$ cat src/rtl/window_gen_l2.sv
// window_gen_l2: 3x3 sliding window generator over a raster-order FxF feature map
module window_gen_l2 #(
    parameter int F = 14,
    parameter int B = 8
) (
    input  logic           i_clk,
    input  logic           i_rst,
    input  logic [B-1:0]   i_pixel_data,
    input  logic           i_pixel_valid,
    output logic           o_pixel_ready,
    output logic [9*B-1:0] o_window_data,
    output logic           o_window_valid,
    input  logic           i_window_ready,
    output logic           o_frame_done
);
    localparam int CW = $clog2(F);

    typedef enum logic {FILL, RUN} state_t;

    state_t        state, state_nx;
    logic [CW-1:0] col, row;
    logic [B-1:0]  line_buf1 [F];
    logic [B-1:0]  line_buf2 [F];
    logic [B-1:0]  win [9];
    logic          accept, consume, col_last, row_last;

    assign o_pixel_ready = !o_window_valid || i_window_ready;
    assign accept        = i_pixel_valid && o_pixel_ready;
    assign consume       = o_window_valid && i_window_ready;
    assign col_last      = col == CW'(F-1);
    assign row_last      = row == CW'(F-1);

    genvar k;
    for (k = 0; k < 9; k++) begin : g_pack
        assign o_window_data[k*B +: B] = win[k];
    end

    // State register
    always_ff @(posedge i_clk or negedge i_rst) begin
        if (!i_rst) state <= FILL;
        else        state <= state_nx;
    end

    // FILL covers rows 0-1 while the line buffers prime; RUN covers rows that can emit windows
    always_comb begin
        state_nx = state;
        if (accept && col_last) begin
            if (state == FILL && row == CW'(1)) state_nx = RUN;
            else if (state == RUN && row_last)  state_nx = FILL;
        end
    end

    // Raster position counters and end-of-frame pulse
    always_ff @(posedge i_clk or negedge i_rst) begin
        if (!i_rst) begin
            col          <= '0;
            row          <= '0;
            o_frame_done <= 1'b0;
        end else begin
            o_frame_done <= accept && col_last && row_last;
            if (accept) begin
                col <= col_last ? '0 : col + CW'(1);
                if (col_last) row <= row_last ? '0 : row + CW'(1);
            end
        end
    end

    // Line buffers hold the two previous rows; contents need no reset since FILL hides them
    always_ff @(posedge i_clk) begin
        if (accept) begin
            line_buf2[col] <= line_buf1[col];
            line_buf1[col] <= i_pixel_data;
        end
    end

    // Window shifts left on every accept; accept implies the held window is free or being consumed
    always_ff @(posedge i_clk or negedge i_rst) begin
        if (!i_rst) begin
            for (int i = 0; i < 9; i++) win[i] <= '0;
            o_window_valid <= 1'b0;
        end else begin
            if (accept) begin
                for (int r = 0; r < 3; r++) begin
                    win[3*r]   <= win[3*r+1];
                    win[3*r+1] <= win[3*r+2];
                end
                win[2] <= line_buf2[col];
                win[5] <= line_buf1[col];
                win[8] <= i_pixel_data;
            end
            if (accept && state == RUN && col >= CW'(2)) o_window_valid <= 1'b1;
            else if (consume)                            o_window_valid <= 1'b0;
        end
    end
endmodule

$ cat config.mk
export PLATFORM = sky130hd
export DESIGN_NAME = window_gen_l2
export DESIGN_NICKNAME = d
export VERILOG_FILES = /design/src/rtl/window_gen_l2.sv
export SDC_FILE = /design/constraint.sdc
export NUM_CORES = 1
export LEC_CHECK = 0
export ABC_AREA = 1
export BUFFER_PORTS_ARGS = -buffer_cell sky130_fd_sc_hd__buf_2
export CAP_MARGIN = 0
export CORE_MARGIN = 10
export CORE_UTILIZATION = 50
export DETAILED_ROUTE_END_ITERATION = 6
export GPL_ROUTABILITY_DRIVEN = 0
export PLACE_DENSITY_LB_ADDON = 0.3
export SETUP_SLACK_MARGIN = 0.4
export SLEW_MARGIN = 20
export SYNTH_ARGS = -nofsm -noshare
export SYNTH_HDL_FRONTEND = slang
export SYNTH_SLANG_ARGS = --single-unit
$ cat constraint.sdc
create_clock -name i_clk -period 5.8 [get_ports i_clk]
set_input_delay 0.29 -clock i_clk [delete_from_list [all_inputs] [get_ports i_clk]]
set_output_delay 0.29 -clock i_clk [all_outputs]
set_load 0.1 [all_outputs]
==> load_flow_metrics.sql <==
INSERT INTO impl_metrics (metric_group, metric, value, unit) VALUES
('clocking', 'total_number_of_clock_tree_sinks', '307', ''),
('critical_path', 'cp_common_cell', 'sky130_fd_sc_hd__nand2_1', ''),
('timing', 'fmax', '313', 'MHz'),
('route', 'detail_route.drc_violations', '0', ''),
('min_path', 'min_delay_path_depth', '3', ''),
('synthesis', 'postSynthRegisterBits', '307', ''),
('route', 'routedWlPerCell', '18.8', 'µm'),
('clocking', 'clk_root_buffer_cell', 'sky130_fd_sc_hd__clkbuf_16', ''),
('floorplanning', 'chipHeight', '176', 'µm'),
('clocking', 'worst_setup_hold_path_clk_slew', '0.06', 'ns'),
('outcome', 'outcome', 'finished clean', ''),
('synthesis', 'yosysWarningCount', '0', ''),
('clocking', 'numCtsBuffers', '31', ''),
('global_route', 'grt_pass1_vias', '8143', ''),
('critical_path', 'critical-path-slowest-cell', 'sky130_fd_sc_hd__dfrtp_2', ''),
('critical_path', 'worstPathBufferInverterCount', '2', ''),
('critical_path', 'critical_path_arrival', '3.29', 'ns'),
('pwr', 'power_dens_cells', '621', 'nW/µm²'),
('synthesis', 'post_synth_inst_count', '1133', ''),
('global_route', 'grt_antenna_before_repair', '1', ''),
('layout', 'fillerInstances', '2004', ''),
('layout', 'synthToLayoutAreaGrowth', '14.4', '%'),
('synthesis', 'synth.distinct_cells', '30', ''),
('synthesis', 'synth.area.top_cells', 'sky130_fd_sc_hd__edfxtp_1 (55%), sky130_fd_sc_hd__nand2_1 (17%), sky130_fd_sc_hd__dfrtp_1 (17%)', ''),
('route', 'detail_route.first_pass.iterations', '5', ''),
('floorplanning', 'row_count', '57', ''),
('timing', 'final.period_utilization', '0.550', ''),
('timing', 'slew-limit-headroom', '0.334', ''),
('timing', 'rsz0062_at_grt', 'no', ''),
('route', 'route.antenna.remaining_nets', '0', ''),
('synthesis', 'post_synth.cell_area_avg', '10.8', 'µm²'),
('timing', 'worst_clock_skew', '0.0160', 'ns'),
('critical_path', 'r2r_start', 'col[0]', ''),
('timing', 'final-hold-violation-count', '0', ''),
('critical_path', 'crit_family', 'buffers and inverters', ''),
('floorplanning', 'fp.coreArea', '24200', 'µm²'),
('clocking', 'ctsHtreeMaxLevel', '1', ''),
('layout', 'layout.nets', '1237', ''),
('synthesis', 'synth_area', '12200', 'µm²'),
('synthesis', 'synth_sequential_area_ratio', '0.720', ''),
('floorplanning', 'initial_core_util', '0.506', ''),
('layout', 'final_layout_size_suffix_gt1_frac', '0.139', ''),
('layout', 'multi_input_area', '3080', 'µm²'),
('global_route', 'grt_max_degree', '72', ''),
('floorplanning', 'dieWidth', '176', 'µm'),
('place', 'dp.final_hpwl', '17900', 'µm'),
('synthesis', 'synth_top_area_cell', 'sky130_fd_sc_hd__edfxtp_1', ''),
('critical_path', 'rr_worst_depth', '8', ''),
('timing', 'setup_tns', '0', 'ns'),
('critical_path', 'critical_path_peak_fanout', '54', ''),
('synthesis', 'number_of_flops_mapped_to_enable_cells_by_yosys', '224', ''),
('route', 'detail_route.vias_per_cell', '5.23', ''),
('layout', 'final_common_cell', 'sky130_fd_sc_hd__nand2_1', ''),
('place', 'placement.io_buffers', '86', ''),
('critical_path', 'required', '5.90', 'ns'),
('clocking', 'cts_resized', '0', ''),
('clocking', 'clock_latency', '0.56', 'ns'),
('route', 'routed_wire_length', '29600', 'µm'),
('critical_path', 'setup.worst_path.end_class', 'register', ''),
('flow_run', 'max_cap_violations', '0', ''),
('global_route', 'gr-total-overflow', '0', ''),
('pwr', 'vdd.ir_drop.worst', '0.394', 'mV'),
('timing', 'maxSlewViolCount', '0', ''),
('critical_path', 'kind_of_critical_path', 'register to register', ''),
('synthesis', 'postSynth.asyncResetShare', '0.270', ''),
('global_route', 'global_route_wire_length_before_repair', '46500', 'µm'),
('timing', 'max_slew.worst_pin.slew', '0.998', 'ns'),
('critical_path', 'endpoint_of_the_worst_slack_reg_to_reg_timing_path', 'line_buf2[0][3]', ''),
('layout', 'diodes', '0', ''),
('timing', 'final_period_minus_worst_setup_slack', '3.19', 'ns'),
('timing', 'finalSetupViolCount', '0', '');
cell type report:
cell class	count	share of cell area
multi-input combinational	750	0.220
clock buffer	32	0.0557
timing repair buffer	108	0.0429
tap	324	0.0290
clock inverter	26	0.0158
sequential	307	0.629
inverter	27	0.00724
metal layers:
metal  global-route usage  vias up  wire length [µm]
met5                    0        -                 0
met4               0.0515        0               706
met3               0.0423       53              2450
met2                0.306      287             13600
met1                0.256     3976             12900
li1                     -     3920                 -
report_power, final:
part	switching [µW]	internal, µW	total (µW)
combinational	2900	592	3490
clock	800	1150	1950
sequential	230	3030	3260
total	3930	4770	8690
synthesized netlist by cell type, types with 2 or more instances:
master / count
sky130_fd_sc_hd__nand3_1: 5
sky130_fd_sc_hd__inv_1: 23
sky130_fd_sc_hd__buf_6: 4
sky130_fd_sc_hd__a21oi_1: 16
sky130_fd_sc_hd__o21ai_0: 43
sky130_fd_sc_hd__nor3_1: 13
sky130_fd_sc_hd__clkbuf_1: 9
sky130_fd_sc_hd__nor2_2: 3
sky130_fd_sc_hd__nor2_4: 3
sky130_fd_sc_hd__dfrtp_1: 83
sky130_fd_sc_hd__buf_4: 8
sky130_fd_sc_hd__o21ai_1: 4
sky130_fd_sc_hd__nand2_1: 559
sky130_fd_sc_hd__nand4_1: 16
sky130_fd_sc_hd__buf_2: 25
sky130_fd_sc_hd__inv_2: 4
sky130_fd_sc_hd__edfxtp_1: 224
sky130_fd_sc_hd__buf_1: 3
sky130_fd_sc_hd__nand2_2: 2
sky130_fd_sc_hd__nor2_1: 76
worst reg2reg max path, delay by kind of cell (launching register included):
kind | cells | cell delay (ns)
flip-flops | 1 | 0.85
AND/OR/NAND/NOR | 6 | 0.80
buffers and inverters | 2 | 1.08
stage by stage:
step / setup WS [ns] / cells / hold slack (ns) / util / area [µm²]
after detailed placement: 2.44 / 1515 / 0.200 / 0.537 / 13000
after CTS: 2.41 / 1574 / 0.0193 / 0.579 / 14000
final: 2.61 / 1574 / 0.0355 / 0.579 / 14000
after floorplan: 1.98 / 1133 / -0.00559 / - / 12200
after global placement: 2.55 / 1515 / 0.199 / 0.537 / 13000
after global routing: 2.33 / 1574 / 0.0477 / 0.579 / 14000
state kept, by name (all words and copies together) (netlist names):
signal          cells
col                 4
line_buf1         112
line_buf2         112
o_frame_done        1
o_window_data      72
o_window_valid      1
row                 4
state               1
cell families (layout without fill, tap and decap cells):
group / count (synthesis) / in the layout / synth area share
xor+xnor: 1 / 1 / 0.000716
buf+inv: 76 / 193 / 0.0308
flops: 307 / 307 / 0.720
simple gates: 680 / 680 / 0.219
compound gates: 69 / 69 / 0.0295
worst max-delay path by stage:
stage                   start         endpoint  slack [ns]  cells past startpoint
2_1_floorplan  o_window_valid  line_buf1[0][0]        1.98                      5
3_3_place_gp           col[0]  line_buf1[5][4]        2.55                      5
6_report               col[0]  line_buf2[0][3]        2.61                      8
3_5_place_dp           col[0]  line_buf1[5][4]        2.44                      5
5_1_grt                col[0]  line_buf2[0][3]        2.33                      4
4_1_cts                col[0]  line_buf2[5][4]        2.41                      5
repair_timing:
item,4_1_cts,5_1_grt
endpoints found under the setup margin,0,0
hold buffers,1,0
hold endpoints to repair,21,0
No activity file was read; power rests on OpenSTA's default activity.
